`src/rtl/mult8x8_pkg.sv`:
```
`default_nettype none
// ============================================================================
// Module  : mult8x8_pkg
// Purpose : Shared widths, FSM states and step schedule for mult8x8_seq.
// Revision: 1.0 - initial release
// ============================================================================
package mult8x8_pkg;

    localparam int DW = 8;
    localparam int NW = 4;
    localparam int PW = 16;

    typedef enum logic [1:0] {
        IDLE = 2'b00,
        CALC = 2'b01,
        DONE = 2'b10
    } state_t;

    localparam logic [1:0] SH0 = 2'b00;
    localparam logic [1:0] SH4 = 2'b01;
    localparam logic [1:0] SH8 = 2'b10;

    typedef struct packed {
        logic       a_hi;
        logic       b_hi;
        logic [1:0] sh;
    } step_sel_t;

    // Step count -> which nibbles to multiply and how far to scale the result.
    function automatic step_sel_t step_sel(input logic [1:0] count);
        step_sel_t s;
        case (count)
            2'd0:    s = '{a_hi: 1'b0, b_hi: 1'b0, sh: SH0};
            2'd1:    s = '{a_hi: 1'b0, b_hi: 1'b1, sh: SH4};
            2'd2:    s = '{a_hi: 1'b1, b_hi: 1'b0, sh: SH4};
            default: s = '{a_hi: 1'b1, b_hi: 1'b1, sh: SH8};
        endcase
        return s;
    endfunction

endpackage
`default_nettype wire

```
`src/rtl/mult8x8_seq_mul4x4.sv`:
```
`default_nettype none
// ============================================================================
// Module  : mul4x4
// Purpose : Combinational 4x4 unsigned multiplier with 8-bit product.
// Revision: 1.0 - initial release
// ============================================================================
module mul4x4
    import mult8x8_pkg::*;
(
    input  logic [NW-1:0]   a,
    input  logic [NW-1:0]   b,
    output logic [2*NW-1:0] p
);

    assign p = {{NW{1'b0}}, a} * {{NW{1'b0}}, b};

endmodule
`default_nettype wire

```
`src/rtl/mult8x8_seq.sv`:
```
`default_nettype none
// ============================================================================
// Module  : mult8x8_seq
// Purpose : Sequential 8x8 unsigned multiplier, one nibble pair per cycle.
// Revision: 1.0 - initial release
// ============================================================================
module mult8x8_seq
    import mult8x8_pkg::*;
(
    input  logic          clk,
    input  logic          reset_n,
    input  logic          start,
    input  logic [DW-1:0] dataa,
    input  logic [DW-1:0] datab,
    output logic          busy,
    output logic          done,
    output logic [PW-1:0] product
);

    state_t          r_state;
    state_t          w_next;
    logic [1:0]      r_count;
    logic [DW-1:0]   r_a;
    logic [DW-1:0]   r_b;
    logic [PW-1:0]   r_acc;
    logic [PW-1:0]   r_product;
    logic            r_busy;
    logic            r_done;

    step_sel_t       w_sel;
    logic [NW-1:0]   w_a_nib;
    logic [NW-1:0]   w_b_nib;
    logic [2*NW-1:0] w_partial;
    logic [PW-1:0]   w_ext;
    logic [PW-1:0]   w_scaled;
    logic [PW-1:0]   w_sum;
    logic            w_accept;
    logic            w_last;

    assign w_sel   = step_sel(r_count);
    assign w_a_nib = w_sel.a_hi ? r_a[DW-1:NW] : r_a[NW-1:0];
    assign w_b_nib = w_sel.b_hi ? r_b[DW-1:NW] : r_b[NW-1:0];

    mul4x4 u_mul4x4 (
        .a (w_a_nib),
        .b (w_b_nib),
        .p (w_partial)
    );

    assign w_ext = {{(PW-2*NW){1'b0}}, w_partial};

    always_comb begin
        w_scaled = w_ext;
        case (w_sel.sh)
            SH4:     w_scaled = w_ext << 4;
            SH8:     w_scaled = w_ext << 8;
            default: w_scaled = w_ext;
        endcase
    end

    // Max result 0xFE01 fits in PW bits, so the plain add never wraps.
    assign w_sum = r_acc + w_scaled;

    always_comb begin
        w_next   = r_state;
        w_accept = 1'b0;
        w_last   = 1'b0;
        case (r_state)
            IDLE: begin
                if (start) begin
                    w_accept = 1'b1;
                    w_next   = CALC;
                end
            end
            CALC: begin
                if (r_count == 2'd3) begin
                    w_last = 1'b1;
                    w_next = DONE;
                end
            end
            DONE: begin
                if (start) begin
                    w_accept = 1'b1;
                    w_next   = CALC;
                end else begin
                    w_next = IDLE;
                end
            end
            default: w_next = IDLE;
        endcase
    end

    always_ff @(posedge clk or negedge reset_n) begin
        if (!reset_n) begin
            r_state   <= IDLE;
            r_count   <= 2'd0;
            r_a       <= '0;
            r_b       <= '0;
            r_acc     <= '0;
            r_product <= '0;
            r_busy    <= 1'b0;
            r_done    <= 1'b0;
        end else begin
            r_state <= w_next;
            r_busy  <= (w_next == CALC);
            r_done  <= (w_next == DONE);
            if (w_accept) begin
                r_a     <= dataa;
                r_b     <= datab;
                r_acc   <= '0;
                r_count <= 2'd0;
            end else if (r_state == CALC) begin
                r_acc   <= w_sum;
                r_count <= r_count + 2'd1;
                if (w_last) begin
                    r_product <= w_sum;
                end
            end
        end
    end

    assign busy    = r_busy;
    assign done    = r_done;
    assign product = r_product;

endmodule
`default_nettype wire

```
`config.mk`:
```
export PLATFORM = sky130hd
export DESIGN_NAME = mult8x8_seq
export DESIGN_NICKNAME = d
export VERILOG_FILES = /design/src/rtl/mult8x8_pkg.sv /design/src/rtl/mult8x8_seq_mul4x4.sv /design/src/rtl/mult8x8_seq.sv
export SDC_FILE = /design/constraint.sdc
export NUM_CORES = 1
export LEC_CHECK = 0
export BUFFER_PORTS_ARGS = -buffer_cell sky130_fd_sc_hd__buf_2
export CAP_MARGIN = 0
export CORE_MARGIN = 4
export CORE_UTILIZATION = 45
export DETAILED_ROUTE_END_ITERATION = 16
export GPL_ROUTABILITY_DRIVEN = 0
export SETUP_SLACK_MARGIN = 0.05
export SYNTH_ARGS = -nofsm -noshare
export SYNTH_HDL_FRONTEND = slang
export SYNTH_HIERARCHICAL = 1
export SYNTH_SLANG_ARGS = --single-unit
```
`constraint.sdc`:
```
create_clock -name clk -period 15.2 [get_ports clk]
set_clock_uncertainty 0.2 [all_clocks]
set_input_delay 2.28 -clock clk [delete_from_list [all_inputs] [get_ports clk]]
set_output_delay 2.28 -clock clk [all_outputs]
set_load 0.1 [all_outputs]
```
Word level (Yosys, flattened, before mapping)

Cells that the tools add are included.

Reductions and logical operators: 5
Mux-type cells: 16
Bitwise logic cells: 1
$mul: 1
Add/subtract/negate cells: 2
Equal/unequal tests: 9

Operators by type and width:

| cell                                           | number |
|---|---|
| two-way mux 16 bit                             | 2 |
| case mux 16 bit (2 select lines)               | 1 |
| adder 16 bit                                   | 1 |
| case mux 4 bit (3 select lines)                | 1 |
| == test 2 bit (second input constant)          | 5 |
| == test 2 x 1 -> 1 bit (second input constant) | 4 |
| multiplier 4 x 4 -> 8 bit                      | 1 |
| two-way mux 2 bit                              | 4 |
| two-way mux 4 bit                              | 2 |
| case mux 2 bit (3 select lines)                | 1 |
| two-way mux 1 bit                              | 5 |
| zero test 2 bit                                | 2 |
| AND reduction 3 bit                            | 1 |
| adder 2 x 1 -> 2 bit (second input constant)   | 1 |
| nonzero test 2 bit                             | 1 |
| OR reduction 2 bit                             | 1 |
| NOT 1 bit                                      | 1 |

Input port bits: 19
Logic and storage cells: 42
Register bits after elaboration: 54
Output and inout bits: 18

Logic depth before layout (Yosys ltp)

Depth after elaboration: 8
Depth in mapped cells: 23
Gate-level depth less buffers: 22

Cells and area by module

Netlist, hierarchy kept.

By module, submodules not included:

| module      | sequential area each (um^2) | area each (um^2) | cells an instance | times used |
|---|---|---|---|---|
| mult8x8_seq | 1351.3                      | 2955.3           | 307               | 1 |
| mul4x4      | 0.0                         | 449.2            | 51                | 1 |

Worst setup path before layout

Ideal clock, no wire load.

Path type: flip-flop to flip-flop
From: register r_count[0]
To: register r_product[15] (netlist: product[15])
Cell stages (with the launch flop): 22
Required time: 14873 ps
Path slack: 10112 ps
Arrival time: 4761 ps
Clock period less this slack: 5088 ps
Path buffers: 1
Setup time: 127 ps
Path through: dfrtp_1 ha_1 nor2_1 mux2_2 nand2_1 fa_1 inv_1 fa_1 fa_1 a21o_1 a21oi_2 xnor2_1 a22oi_1 nor2_1 ha_1 buf_2 a21o_1 nor4_1 a21oi_1 xor2_1 xor2_1 o21ai_1

Longest elaborated chain between the ends: 6
Elaborated cells between the ends (all ways): 15
Those cells by class: add/sub (1); mul (1); eq/ne (5); mux (6); reduce/logical (2)

RTL lines:

| item                                  | line                     | source |
|---|---|---|
| from (decl)                           | mult8x8_seq.sv:22        | `logic [1:0] r_count;` |
| from (signal assigned)                | mult8x8_seq.sv:114       | `r_count <= r_count + 2'd1;` |
| == test 2 bit (tied with other cells) | mult8x8_pkg.sv:32        | `case (count)` |
| case mux 4 bit (3 select lines) *     | mult8x8_pkg.sv:32        |  |
| two-way mux 4 bit *                   | mult8x8_seq.sv:42        | `assign w_b_nib = w_sel.b_hi ? r_b[DW-1:NW] : r_b[NW-1:0];` |
| net w_b_nib[2]                        | mult8x8_seq.sv:32        | `logic [NW-1:0] w_b_nib;` |
| multiplier 4 x 4 -> 8 bit *           | mult8x8_seq_mul4x4.sv:15 | `assign p = {{NW{1'b0}}, a} * {{NW{1'b0}}, b};` |
| net w_partial[6]                      | mult8x8_seq.sv:33        | `logic [2*NW-1:0] w_partial;` |
| case mux 16 bit (2 select lines) *    | mult8x8_seq.sv:54        | `case (w_sel.sh)` |
| adder 16 bit *                        | mult8x8_seq.sv:62        | `assign w_sum = r_acc + w_scaled;` |
| to (signal assigned)                  | mult8x8_seq.sv:116       | `r_product <= w_sum;` |
| to (decl)                             | mult8x8_seq.sv:26        | `logic [PW-1:0] r_product;` |

Mark *: on every way through the listed nets, which the timed path passes. The rest lies on a longest branch.
A chain may end at the register's enable or synchronous reset.

Final worst setup path

From: register r_count[0]
To: register r_product[15] (netlist: product[15])

Longest elaborated chain between the ends: 6
Elaborated cells between the ends (all ways): 15
Those cells by class: add/sub (1); mul (1); eq/ne (5); mux (6); reduce/logical (2)

RTL lines:

| item                                  | line                     | source |
|---|---|---|
| == test 2 bit (tied with other cells) | mult8x8_pkg.sv:32        |  |
| case mux 4 bit (3 select lines) *     | mult8x8_pkg.sv:32        |  |
| two-way mux 4 bit *                   | mult8x8_seq.sv:41        | `assign w_a_nib = w_sel.a_hi ? r_a[DW-1:NW] : r_a[NW-1:0];` |
| net w_a_nib[0]                        | mult8x8_seq.sv:31        | `logic [NW-1:0] w_a_nib;` |
| multiplier 4 x 4 -> 8 bit *           | mult8x8_seq_mul4x4.sv:15 |  |
| net w_partial[6]                      | mult8x8_seq.sv:33        |  |
| case mux 16 bit (2 select lines) *    | mult8x8_seq.sv:54        |  |
| adder 16 bit *                        | mult8x8_seq.sv:62        |  |

Marked as above.

==> results.tsv <==
stage	metric	value	unit
placement	io_buffers	36	
route	drtPass1Iterations	4	
synth	synth_top_area_share	39.7	%
synth	synthSimpleGateAreaFrac	18.6	%
floorplanning	start_util	46.7	%
timing	hold_viol_final	0	
critical_path	end_kind	flip-flop	
critical_path	cp.arrival	5760	ps
route	vias_per_cell	5.20	
floorplanning	num_rows	31	
synth	ys_top_cells_by_area	dfrtp_1 40%, ha_1 12%, nand2_1 9.2%	
clock_tree	cts_buffers	5	
critical_path	required	15170	ps
critical_path	cp_max_fo	6	
synth	yosysUniqueCellTypes	40	
timing	setup_viol	0	
synth	ys_async_sr_fraction	100	%
timing	worst_pin_slew	1170	ps
layout	fin_cells	490	
synth	ys_warn_count	6	
timing	slew_violations	0	
layout	diodes	0	
timing	rsz0062_at_grt	no	
synth	synth_xor_area_share	4.63	%
synth	synth_top_family_by_area	simple AND/OR/NAND/NOR gates	
layout	fin_util	51.5	%
route	drt-wirelength-per-cell	14.5	µm
synth	synth_edf_count	0	
global_route	grt_pass1_vias	2544	
floorplanning	io_pins	37	
global_route	overflow	0	
synth	ys.flop_type	dfrtp_1	
clock_tree	clkSlewWorstSetupHoldPaths	90	ps
route	final_antenna_net_count	0	
floorplanning	die_h	95.0	µm
clock_tree	cts_hold_buf	0	
timing	tns	0	ps
route	detail_route.iter0.violations	124	
clock_tree	clkLatencyLatePin	310	ps
route	num_vias	2549	
layout	n_fill_cell	731	
layout	syn_to_final_growth	10.4	%
critical_path	start_kind	flip-flop	
timing	fin_crit_sh	38.1	%
clock_tree	cts_resized	0	
layout	final_cell_mix	83 x nand2_1, 54 x dfrtp_1, 36 x buf_2	
route	drc	0	
job	drv_cap	0	
layout	layout_commonest_cell	nand2_1	
min_path	hold_class	reg -> reg	
floorplanning	dieArea	9020	µm²
timing	fmax	0.173	GHz
clock_tree	postCtsSetupBuffers	0	
placement	placed_cells	483	
synth	synth_cells	358	
floorplanning	die_w	95.0	µm
global_route	grt_max_degree	55	
clock_tree	cts_max_path_buffers	2	
clock_tree	cts_root_buf	clkbuf_8	
synth	yosysSeqAreaShare	39.7	%
layout	layout-drive-gt1-share	17.1	%
synth	synth-compound-area-share	14.5	%
clock_tree	cts_sinks	54	
floorplanning	core_area	7290	µm²
global_route	grt_first_pass_wirelength	12.3	mm
synth	synth_mux_area_share	5.62	%
synth	syn_area_per_cell	9.51	µm²
timing	relSlewSlack	22.1	%
placement	dp_hpwl	5.38	mm
critical_path	critPathKind	reg -> reg	
synth	synth_nets	414	
status	status	finished clean	
clock_tree	cts_tree	done	
synth	yosys.area_share.adder	14.7	%
route	wl	7.09	mm
layout	layout.nets	447	
clock_tree	htreeDepth	2	
synth	syn-cell-area	3400	µm²
timing	period_needed	5780	ps
synth	ys_ff_latch	54	
global_route	antenna_found_initial	0	
global_route	grt_util_all_layers	17.3	%
synth	yosys.area.top_type	dfrtp_1	
## worst max-delay path: stages (launching register included)
cell and delay (ps):
dfrtp_1 450, ha_1 280, nor2_1 360, mux2_2 270, nand2_1 80, fa_1 530
inv_1 50, fa_1 530, fa_1 490, a21o_1 190, a21oi_2 140, xnor2_1 190
nand2_1 80, o21ai_0 90, ha_1 310, a21oi_1 280, o22ai_1 150, nor4_1 290
a21oi_1 130, xor2_1 320, xor2_1 180, o21ai_1 70
## synth_stat cells (2+ instances only)
cell      count
ha_1         32
and3_1        2
xor2_1       10
nor2b_1       6
o22ai_1       2
fa_1          5
clkbuf_1     11
a21oi_2       2
o21ai_0      14
nand3_1       5
nand2b_1      3
nand2_1      83
a21oi_1      11
xnor2_1       8
a211oi_1      3
a21o_1        8
nor2_1       14
nor3b_1       2
dfrtp_1      54
mux2_2       17
and2_1       21
a22o_1       12
a22oi_1       4
o21ai_1       7
inv_1         7
## layout make-up
cell class | count | area (µm²) | area share, %
timing repair buffer | 38 | 195 | 5.19
tap | 99 | 124 | 3.30
clock buffer | 6 | 72.6 | 1.93
inverter | 8 | 30.0 | 0.799
sequential | 54 | 1350 | 36.0
multi-input combinational | 284 | 1980 | 52.6
clock inverter | 1 | 7.51 | 0.200
## logic make-up (layout without fill, tap and decap cells)
group,Yosys count,count (layout)
flops,54,54
fa+ha+maj,37,37
mux,17,17
xor+xnor,18,18
simple gates,140,140
buf+inv,20,53
compound gates,72,72
## layer usage
layer  track usage, %  vias to the layer above  routed length, µm
li1                 -                     1294                  -
met1             25.1                     1212               3540
met3             3.19                        8                220
met4             4.81                        0                 97
met2             26.5                       35               3230
met5                0                        -                  0
## flip-flops by register name, summed over array words and instances, names as in the netlist
name     count
product     16
busy         1
r_count      2
r_acc       16
r_state      2
r_b          8
r_a          8
done         1
## path summary, 6_finish.rpt
path | end | cells after the start | slack [ps] | from
max | product[15]$_DFFE_PN0P_ | 21 | 9420 | r_count[0]$_DFFE_PN0P_
min | r_b[0]$_DFFE_PN0P_ | 2 | 270 | r_b[0]$_DFFE_PN0P_
max reg2reg | product[15]$_DFFE_PN0P_ | 21 | 9420 | r_count[0]$_DFFE_PN0P_
min reg2reg | r_b[0]$_DFFE_PN0P_ | 2 | 270 | r_b[0]$_DFFE_PN0P_
max in group asynchronous | r_acc[5]$_DFFE_PN0P_ | 2 | 12420 | reset_n
min in group asynchronous | product[8]$_DFFE_PN0P_ | 2 | 1880 | reset_n
## stage by stage
stage	hold slack, ps	instance area (µm²)	setup WS [ps]
CTS	282	3760	9450
floorplan	240	3400	10110
global route	296	3760	9060
detailed placement	257	3680	9470
global placement	257	3680	9580
finish	275	3760	9420
Power is left out: the tool's default activity adds up to more than one toggle a clock period on the data nets, which glitch-free logic cannot reach.
